[src/rtl/fv_req_arbiter_pkg.sv]
`default_nettype none
// ============================================================================
// Module      : fv_req_arbiter_pkg
// Description : Shared definitions for the FV request arbiter. Holds the Edge
//               PE count, the FV FIFO word layout and the arbiter state
//               encoding.
// Revision    : 1.0 - initial release
// ============================================================================
package fv_req_arbiter_pkg;

    // Number of Edge PE requesters in the default system build
    localparam int NUM_EDGE_PE  = 4;
    localparam int FV_ADDR_W    = 8;
    localparam int FV_TAG_W     = $clog2(NUM_EDGE_PE);
    localparam int ISSUED_CNT_W = 16;

    // Word written into the FV FIFO: {valid, FV_addr, PE_tag}
    typedef struct packed {
        logic                 valid;
        logic [FV_ADDR_W-1:0] fv_addr;
        logic [FV_TAG_W-1:0]  pe_tag;
    } fv_info2fv_fifo_t;

    // Arbiter control states
    typedef enum logic [1:0] {
        ST_IDLE  = 2'd0,
        ST_RUN   = 2'd1,
        ST_DRAIN = 2'd2
    } arb_state_e;

endpackage : fv_req_arbiter_pkg
`default_nettype wire

[src/rtl/fv_req_arbiter_rr_pick.sv]
`default_nettype none
// ============================================================================
// Module      : fv_req_arbiter_rr_pick
// Description : Combinational round-robin picker. Scans ptr..num_active-1,
//               then 0..ptr-1, and returns the first set request. A pointer
//               at or beyond num_active restarts the scan at 0. num_active
//               must already be in the range 1..NUM_REQ.
// Revision    : 1.0 - initial release
// ============================================================================
module fv_req_arbiter_rr_pick #(
    parameter int NUM_REQ = 4,
    parameter int TAG_W   = $clog2(NUM_REQ)
) (
    input  logic [NUM_REQ-1:0] req_mask,
    input  logic [TAG_W-1:0]   ptr,
    input  logic [TAG_W:0]     num_active,
    output logic [TAG_W-1:0]   grant_idx,
    output logic               found
);

    // Rotating first-set search bounded to the active requester window
    always_comb begin
        int start;
        int cand;
        grant_idx = '0;
        found     = 1'b0;
        start     = ({1'b0, ptr} >= num_active) ? 0 : int'(ptr);
        for (int k = 0; k < NUM_REQ; k++) begin
            cand = start + k;
            if (cand >= int'(num_active)) begin
                cand = cand - int'(num_active);
            end
            if (!found && (k < int'(num_active)) && (cand < NUM_REQ)) begin
                if (req_mask[cand]) begin
                    found     = 1'b1;
                    grant_idx = TAG_W'(cand);
                end
            end
        end
    end

endmodule : fv_req_arbiter_rr_pick
`default_nettype wire

[src/rtl/fv_req_arbiter.sv]
`default_nettype none
// ============================================================================
// Module      : fv_req_arbiter
// Description : Round-robin arbiter collecting FV read requests from the Edge
//               PEs and writing {valid, FV_addr, PE_tag} into the FV FIFO
//               through a single output register. Grants are combinational;
//               the granted request appears on wdata the following cycle.
// Revision    : 1.0 - initial release
// ============================================================================
module fv_req_arbiter
    import fv_req_arbiter_pkg::*;
#(
    parameter int NUM_REQ = NUM_EDGE_PE,
    parameter int ADDR_W  = 8,
    parameter int TAG_W   = $clog2(NUM_REQ)
) (
    input  logic                      clk,
    input  logic                      reset,
    input  logic                      enable,
    input  logic [TAG_W:0]            num_active,
    input  logic [NUM_REQ-1:0]        req_valid,
    input  logic [NUM_REQ*ADDR_W-1:0] req_addr,
    output logic [NUM_REQ-1:0]        req_ready,
    input  logic                      wfull,
    output logic [ADDR_W+TAG_W:0]     wdata,
    output logic                      idle,
    output logic [ISSUED_CNT_W-1:0]   issued_cnt
);

    localparam int              WDATA_W     = 1 + ADDR_W + TAG_W;
    localparam logic [TAG_W:0]  C_NUM_REQ   = NUM_REQ[TAG_W:0];
    localparam logic [TAG_W:0]  C_ONE       = {{TAG_W{1'b0}}, 1'b1};

    arb_state_e                state_q;
    arb_state_e                state_d;
    logic [WDATA_W-1:0]        wdata_q;
    logic [WDATA_W-1:0]        wdata_d;
    logic [TAG_W-1:0]          rr_ptr_q;
    logic [TAG_W-1:0]          rr_ptr_d;
    logic [ISSUED_CNT_W-1:0]   issued_cnt_q;
    logic [ISSUED_CNT_W-1:0]   issued_cnt_d;

    logic [TAG_W:0]            num_act_eff;
    logic [TAG_W-1:0]          pick_idx;
    logic                      pick_found;
    logic                      wvalid;
    logic                      can_load;
    logic                      fifo_write;
    logic                      grant_en;
    logic [ADDR_W-1:0]         sel_addr;
    logic [TAG_W:0]            next_idx;

    assign wvalid     = wdata_q[WDATA_W-1];
    assign can_load   = !wvalid || !wfull;
    assign fifo_write = wvalid && !wfull;

    // Clamp the active count into 1..NUM_REQ so the picker never sees zero
    always_comb begin
        num_act_eff = num_active;
        if (num_active == '0) begin
            num_act_eff = C_ONE;
        end else if (num_active > C_NUM_REQ) begin
            num_act_eff = C_NUM_REQ;
        end
    end

    fv_req_arbiter_rr_pick #(
        .NUM_REQ (NUM_REQ),
        .TAG_W   (TAG_W)
    ) u_rr_pick (
        .req_mask   (req_valid),
        .ptr        (rr_ptr_q),
        .num_active (num_act_eff),
        .grant_idx  (pick_idx),
        .found      (pick_found)
    );

    // Control state register
    always_ff @(posedge clk) begin
        if (reset) begin
            state_q <= ST_IDLE;
        end else begin
            state_q <= state_d;
        end
    end

    // Next-state logic; DRAIN waits for the output register to empty
    always_comb begin
        state_d = state_q;
        case (state_q)
            ST_IDLE: begin
                if (enable) state_d = ST_RUN;
            end
            ST_RUN: begin
                if (!enable) state_d = ST_DRAIN;
            end
            ST_DRAIN: begin
                if (enable) begin
                    state_d = ST_RUN;
                end else if (!wvalid || fifo_write) begin
                    state_d = ST_IDLE;
                end
            end
            default: state_d = ST_IDLE;
        endcase
    end

    // Grant strobe and status outputs; reset suppresses any grant
    always_comb begin
        grant_en = !reset && (state_q == ST_RUN) && enable && can_load && pick_found;
        for (int i = 0; i < NUM_REQ; i++) begin
            req_ready[i] = grant_en && (pick_idx == TAG_W'(i));
        end
        idle = (state_q == ST_IDLE) && !wvalid;
    end

    // Output register, pointer and write counter next values
    always_comb begin
        sel_addr = '0;
        for (int i = 0; i < NUM_REQ; i++) begin
            if (pick_idx == TAG_W'(i)) begin
                sel_addr = req_addr[i*ADDR_W +: ADDR_W];
            end
        end
        next_idx     = {1'b0, pick_idx} + C_ONE;
        wdata_d      = wdata_q;
        rr_ptr_d     = rr_ptr_q;
        issued_cnt_d = issued_cnt_q + {{(ISSUED_CNT_W-1){1'b0}}, fifo_write};
        if (grant_en) begin
            wdata_d  = {1'b1, sel_addr, pick_idx};
            rr_ptr_d = (next_idx == num_act_eff) ? '0 : next_idx[TAG_W-1:0];
        end else if (fifo_write) begin
            wdata_d[WDATA_W-1] = 1'b0;
        end
    end

    // Datapath registers; reset discards any word still held for the FIFO
    always_ff @(posedge clk) begin
        if (reset) begin
            wdata_q      <= '0;
            rr_ptr_q     <= '0;
            issued_cnt_q <= '0;
        end else begin
            wdata_q      <= wdata_d;
            rr_ptr_q     <= rr_ptr_d;
            issued_cnt_q <= issued_cnt_d;
        end
    end

    assign wdata      = wdata_q;
    assign issued_cnt = issued_cnt_q;

endmodule : fv_req_arbiter
`default_nettype wire

[config.mk]
export PLATFORM = sky130hd
export DESIGN_NAME = fv_req_arbiter
export DESIGN_NICKNAME = d
export VERILOG_FILES = /design/src/rtl/fv_req_arbiter_pkg.sv /design/src/rtl/fv_req_arbiter_rr_pick.sv /design/src/rtl/fv_req_arbiter.sv
export SDC_FILE = /design/constraint.sdc
export NUM_CORES = 1
export LEC_CHECK = 0
export BUFFER_PORTS_ARGS = -buffer_cell sky130_fd_sc_hd__buf_4
export CORE_MARGIN = 2
export CORE_UTILIZATION = 50
export DETAILED_ROUTE_END_ITERATION = 10
export HOLD_SLACK_MARGIN = 0.05
export PLACE_DENSITY = 0.76
export SLEW_MARGIN = 0
export SYNTH_ARGS = -nofsm -noshare
export SYNTH_HDL_FRONTEND = slang
export SYNTH_SLANG_ARGS = --single-unit
[constraint.sdc]
create_clock -name clk -period 7.5 [get_ports clk]
set_input_delay 0.75 -clock clk [delete_from_list [all_inputs] [get_ports clk]]
set_output_delay 0.75 -clock clk [all_outputs]
set_load 0.1 [all_outputs]
# After elaboration in Yosys (flattened, before gate mapping)
# Cells that the tools add are included.
dict set report word_totals {
  word_cells 118
  inputBits 43
  output_inout_bits 32
  register_bits 31
}
dict set report classes {
  reduce_logical 30
  order_cmp 18
  mux 47
  addsub 9
  eq_ne 9
}
# op n
set op_table {}
lappend op_table {{32-bit by 4-bit less-than comparator with 1-bit output (second input constant)} 8}
lappend op_table {{32-bit by 4-bit >= comparator with 1-bit output} 4}
lappend op_table {{32-bit two-way mux} 4}
lappend op_table {{32-bit by 4-bit subtractor with 32-bit output} 4}
lappend op_table {{32-bit by 3-bit adder with 32-bit output (second input constant)} 2}
lappend op_table {{32-bit by 2-bit adder with 32-bit output (second input constant)} 1}
lappend op_table {{8-bit two-way mux} 4}
lappend op_table {{2-bit two-way mux} 14}
lappend op_table {{1-bit two-way mux} 18}
lappend op_table {{1-bit logical AND} 17}
lappend op_table {{16-bit by 1-bit adder with 16-bit output} 1}
lappend op_table {{1-bit binary-select mux with 2-bit select} 4}
lappend op_table {{2-bit equality test (second input constant)} 3}
lappend op_table {{1-bit zero test} 6}
lappend op_table {{1-bit by 3-bit less-than comparator with 1-bit output (first input constant)} 2}
lappend op_table {{2-bit by 3-bit less-than comparator with 1-bit output (first input constant)} 2}
lappend op_table {{3-bit two-way mux} 2}
lappend op_table {{2-bit case mux with 3 select lines} 1}
lappend op_table {{2-bit by 1-bit equality test with 1-bit output (second input constant)} 2}
lappend op_table {{2-bit zero test} 2}
lappend op_table {{2-bit inequality test (second input constant)} 2}
lappend op_table {{2-bit by 1-bit adder with 3-bit output (second input constant)} 1}
lappend op_table {{3-bit equality test} 1}
lappend op_table {{2-bit by 3-bit >= comparator with 1-bit output} 1}
lappend op_table {{6 further kinds} 7}

# Longest topological paths before layout
dict set report logic_depth {
  depth_word 29
  depth_mapped 29
  depth_no_buf 28
}

# Modules after synthesis
# Synthesis repeated with hierarchy kept, for this count alone.
dict set report hier_totals {
  cells_unflattened 325
  hier_area_um2 2767.7
}
# module area_per_inst_um2 n_inst seq_area_each_um2 cells_per_inst
set by_module_without_submodules {}
lappend by_module_without_submodules {fv_req_arbiter 1646.6 1 620.6 199}
lappend by_module_without_submodules {fv_req_arbiter_rr_pick 1121.1 1 0.0 126}

# Worst setup path before layout
# OpenSTA, ideal clock, no wires.
dict set report synth_path {
  path_kind {input port to output port}
  startpoint {input port num_active[2]}
  endpoint {output port req_ready[2]}
  t_required_ns 6.750
  path_slack_ns 0.279
  path_stages 20
  arrival_time_ns 6.471
  n_path_buf 3
  path_cell_list {buf_6 -> clkinv_1 -> nand2_1 -> ha_1 -> nand2b_4 -> o211ai_4 -> ha_1 -> fa_1 -> fa_1 -> o311ai_2 -> mux2i_1 -> mux2_4 -> o211ai_4 -> or4_4 -> and3_4 -> inv_2 -> ha_1 -> clkbuf_1 -> clkbuf_1 -> and2_1}
}
dict set report synth_between {
  elab_chain_cells 26
  word_cells_on_any_way 70
  cone_classes {7 x add/sub; 14 x order compare; 1 x eq/ne; 35 x mux; 13 x reduce/logical}
}
# item line
set synth_rtl {}
lappend synth_rtl {{start, declared} fv_req_arbiter.sv:20} ;# input logic [TAG_W:0] num_active,
lappend synth_rtl {{3-bit greater-than comparator} fv_req_arbiter.sv:62} ;# end else if (num_active > C_NUM_REQ) begin
lappend synth_rtl {{3-bit two-way mux} fv_req_arbiter.sv:62}
lappend synth_rtl {{3-bit two-way mux *} fv_req_arbiter.sv:60} ;# if (num_active == '0) begin
lappend synth_rtl {{branches (longest 20 deep; another with 32-bit by 2-bit adder with 32-bit output)} n/a}
lappend synth_rtl {{2-bit two-way mux *} fv_req_arbiter_rr_pick.sv:33} ;# if (!found && (k < int'(num_active)) && (cand < NUM_REQ)) begin
lappend synth_rtl {{named net pick_idx[0]} fv_req_arbiter.sv:44} ;# logic [TAG_W-1:0] pick_idx;
lappend synth_rtl {{2-bit equality test *} fv_req_arbiter.sv:112} ;# req_ready[i] = grant_en && (pick_idx == TAG_W'(i));
lappend synth_rtl {{1-bit logical AND *} fv_req_arbiter.sv:112}
lappend synth_rtl {{end, declared} fv_req_arbiter.sv:23} ;# output logic [NUM_REQ-1:0] req_ready,
# Mark *: on every way through the listed nets, which the timed path passes. The select of a mux whose other input is x is not followed.

# Final worst setup path
dict set report layout_path {
  startpoint {input port num_active[2]}
  endpoint {output port req_ready[1]}
}
dict set report layout_between {
  elab_chain_cells 26
  word_cells_on_any_way 70
  cone_classes {7 x add/sub; 14 x order compare; 1 x eq/ne; 35 x mux; 13 x reduce/logical}
}
# item line
set layout_rtl {}
lappend layout_rtl {{3-bit greater-than comparator} fv_req_arbiter.sv:62}
lappend layout_rtl {{3-bit two-way mux} fv_req_arbiter.sv:62}
lappend layout_rtl {{3-bit two-way mux *} fv_req_arbiter.sv:60}
lappend layout_rtl {{branches (longest 20 deep; another with 32-bit by 2-bit adder with 32-bit output)} n/a}
lappend layout_rtl {{2-bit two-way mux *} fv_req_arbiter_rr_pick.sv:33}
lappend layout_rtl {{named net pick_idx[0]} fv_req_arbiter.sv:44}
lappend layout_rtl {{2-bit by 1-bit equality test with 1-bit output *} fv_req_arbiter.sv:112}
lappend layout_rtl {{1-bit logical AND *} fv_req_arbiter.sv:112}
# Marks and branches as above.

==> results by group <==
Logic synthesis
  • Synth warn: 0
  • Cell variety after synth: between 60 and 70
  • Synth area leader: dfxtp_1
  • Post-synth EDFFs: 0
  • Synth top cells by count: nor2_1, a21oi_1, dfxtp_1
  • Most frequent cell after synthesis: nor2_1
  • Top post-synthesis cells by area: dfxtp_1, ha_1, nor2_1
  • Yosys reg bits: 31
  • Async SR Flop Fraction: 0%
  • Post-synthesis sequential area ratio: 22.0%
  • Top-area cell type share of the netlist area: 22.0%
  • Syn avg cell area: between 8 and 9 sq um
  • Cells after Synth: approximately 350
  • Synth Flop Type: dfxtp_1
  • Post-Syn Area: 2820 sq um
  • Synthesized Nets: 416

Routing
  • Initial DRC Count: 150
  • Drc violations: 0
  • DR pass1 iterations: 4
  • Vias per cell: 5.54
  • Wire length per cell: around 14 microns
  • Vias: 2,687
  • Final ANT Viol Nets: 0
  • Post-Route WL: approximately 7000 microns

Clocking
  • Hold-fix buffers, CTS: 0
  • TritonCTS Buffers: 5
  • CTS Root Cell: clkbuf_8
  • Max Root-Sink Buffers: 2
  • Clock-pin transition on the worst setup and hold timing paths: approximately 0.06 ns
  • Postcts setup bufs: 0
  • Clock Latency Late Sink: 0.29 ns
  • Post-cts resize count: 0
  • CTS tree: yes
  • H-tree Lvls: 2
  • # clock sinks: 31

Power
  • NetSw: 299 uW
  • P_leak: around 0.0015 uW
  • Maximum vdd ir drop: between 0.1 and 0.15 mV
  • Flop pwr share: around a quarter
  • Internal power: approximately 390 uW
  • Clock share of power: a little under a fifth
  • Power Density: between 150 and 200 nW/um^2
  • Net Sw Frac: between 40% and 50%
  • Logic pwr share: 55.9%

Floorplanning
  • Core Rows: 27
  • Total core area: between 5000 and 6000 sq um
  • Die width: ~79 microns
  • Die area: roughly 6200 sq um
  • Io pins: 75
  • Starting density of the core: between 50 and 60%
  • Die height: a little under 80 microns

Placed design
  • Post-DP HPWL: ~5500 microns
  • Port bufs: 74
  • Final GP Congestion: about 0.84

Worst setup path
  • Buf/Inv on CP: 4
  • Slowest stage cell, crit path: fa_1
  • Worst setup path class: in -> out
  • Arrival time at the worst endpoint: 5.93 ns
  • Critical path's top delay family: compound AO/OA/AOI/OAI gates
  • CP max stage delay: 0.48 ns
  • Crit-path cells: buf_4 -> clkinv_1 -> nand2_1 -> ha_1 -> nand2b_4 -> o211ai_4 -> ha_1 -> inv_1 -> fa_1 -> fa_1 -> a31oi_1 -> nor2_1 -> a21oi_1 -> a211oi_1 -> a211oi_2 -> or4_4 -> and3_4 -> ha_1 -> and2_1 -> buf_4
  • CP startpoint kind: input port
  • Reg2Reg Setup Slack: approximately 1.7 ns
  • Most frequent CP cell: ha_1
  • CP max FO: 11
  • Worst setup EP type: primary output
  • Req. time, crit path: 6.75 ns

STA
  • RSZ-0062 raised after global routing: no
  • Setup-failing EPs final: 0
  • Clk_skew: 0.00491 ns
  • Final Hold Viols: 0
  • Period Utilization, post-route: 89.0%
  • Achievable frequency: between 100 and 150 MHz
  • Relative slew slack: 58.6%
  • Fin crit period: between 6 and 7 ns
  • Setup TNS: 0 ns
  • WHS: 0.467 ns
  • Final Max Slew Viols: 0
  • Worst slew pin tran: a little over 0.6 ns

Global routing
  • First-pass GRT wire length: between 10,000 and 15,000 microns
  • Initial antenna violation count: 0
  • GRT Residual Overflow: 0
  • Largest net degree at the start of global routing: 32
  • Vias in the first global route: around 2,500
  • Global Route Usage Sum: between 20% and 30%

Outcome
  • Outcome: finished, final reports clean

Cells and area
  • Area Overhead vs Synth: 24.4%
  • Fill count: 501
  • Total Nets Final: just under 500
  • Ratio of cells with drive above 1 in the final layout: 25.9%
  • Number of diodes: 0

Run
  • Max-Cap Viols: 0

Min path
  • Hold Crit Class: reg -> reg
[area by class of cell]
| cell class | count | area [sq um] | area share, % |
|---|---|---|---|
| Clock inverter | 1 | 5.00 | 0.143 |
| Tap cell | 72 | 90.1 | 2.57 |
| Timing Repair Buffer | 78 | 586 | 16.7 |
| Clock buffer | 6 | 82.6 | 2.36 |
| Multi-Input combinational cell | 278 | 2040 | 58.3 |
| Inverter | 19 | 76.3 | 2.18 |
| Sequential cell | 31 | 621 | 17.7 |
[worst paths after layout]
path	from	endpoint	cells past startpoint
worst max-delay path	num_active[2]	req_ready[1]	20
worst min-delay path	wdata[0]	wdata[0]	2
worst max register to register	rr_ptr_q[0]	wdata[7]	21
worst min register to register	wdata[0]	wdata[0]	2
[power groups by stage]
stage,registers [uW],clock network (uW),logic (uW)
6_report,173,131,385
5_1_grt,173,143,442
3_3_place_gp,176,0,377
2_1_floorplan,197,0,282
4_1_cts,173,135,385
3_5_place_dp,177,0,383
[worst register-to-register path: stages (launching register included)]
cell	delay, ns
dfxtp_1	0.39
inv_1	0.08
ha_1	0.33
nor2b_4	0.16
o211ai_2	0.20
ha_1	0.42
fa_1	0.44
fa_1	0.52
o311ai_2	0.48
mux2i_1	0.28
mux2_4	0.19
o211ai_4	0.11
or4_4	0.58
and3_4	0.22
ha_1	0.32
nor2b_1	0.39
a22oi_1	0.12
nor2_1	0.11
a21oi_1	0.05
nor2_1	0.10
a21oi_1	0.05
a211oi_1	0.22
[layer usage]
layer | vias up | wire length [microns] | global-route usage (%)
li1 | 1388 | - | -
met1 | 1214 | 3320 | 35.6
met2 | 81 | 3180 | 35.8
met3 | 4 | 424 | 4.32
met4 | 0 | 48 | 5.69
met5 | - | 0 | 0
[kinds of logic (layout without fill, tap and decap cells)]
family	Yosys count	after routing	share of synthesized area, %
AO/OA/AOI/OAI	104	104	27.7
XOR/XNOR	14	14	4.35
buffers and inverters	36	104	5.38
AND/OR/NAND/NOR	124	124	23.2
adder cells (fa/ha/maj)	28	28	14.3
flip-flops	31	31	22.0
multiplexers	8	8	3.07
[metrics by stage]
step                      util [%]  area [sq um]  cells  power, uW  setup slack, ns
after CTS                     64.0          3500    485        692            0.819
final                         64.0          3500    485        690            0.825
after detailed placement      62.4          3420    478        560            0.839
after global routing          64.0          3500    485        758            0.409
after floorplan                  -          2820    345        479            0.279
after global placement        62.4          3420    478        554            0.875
[cells in the final DEF, fill, tap and decap left out, types with 7 or more instances in the layout]
master | Yosys | final
nor2_1 | 50 | 50
nand2_1 | 13 | 13
xor2_1 | 11 | 11
ha_1 | 21 | 21
a21oi_1 | 35 | 35
a22oi_1 | 9 | 9
inv_1 | 14 | 14
fa_1 | 7 | 7
dfxtp_1 | 31 | 31
o21ai_0 | 7 | 7
buf_4 | 0 | 78
nand3_1 | 13 | 13
a211oi_1 | 13 | 13
[state kept, by name (all words and copies together), names as in the netlist]
name and count:
state_q 2, rr_ptr_q 2, issued_cnt 16, wdata 11
(Power assumes the default switching activity.)
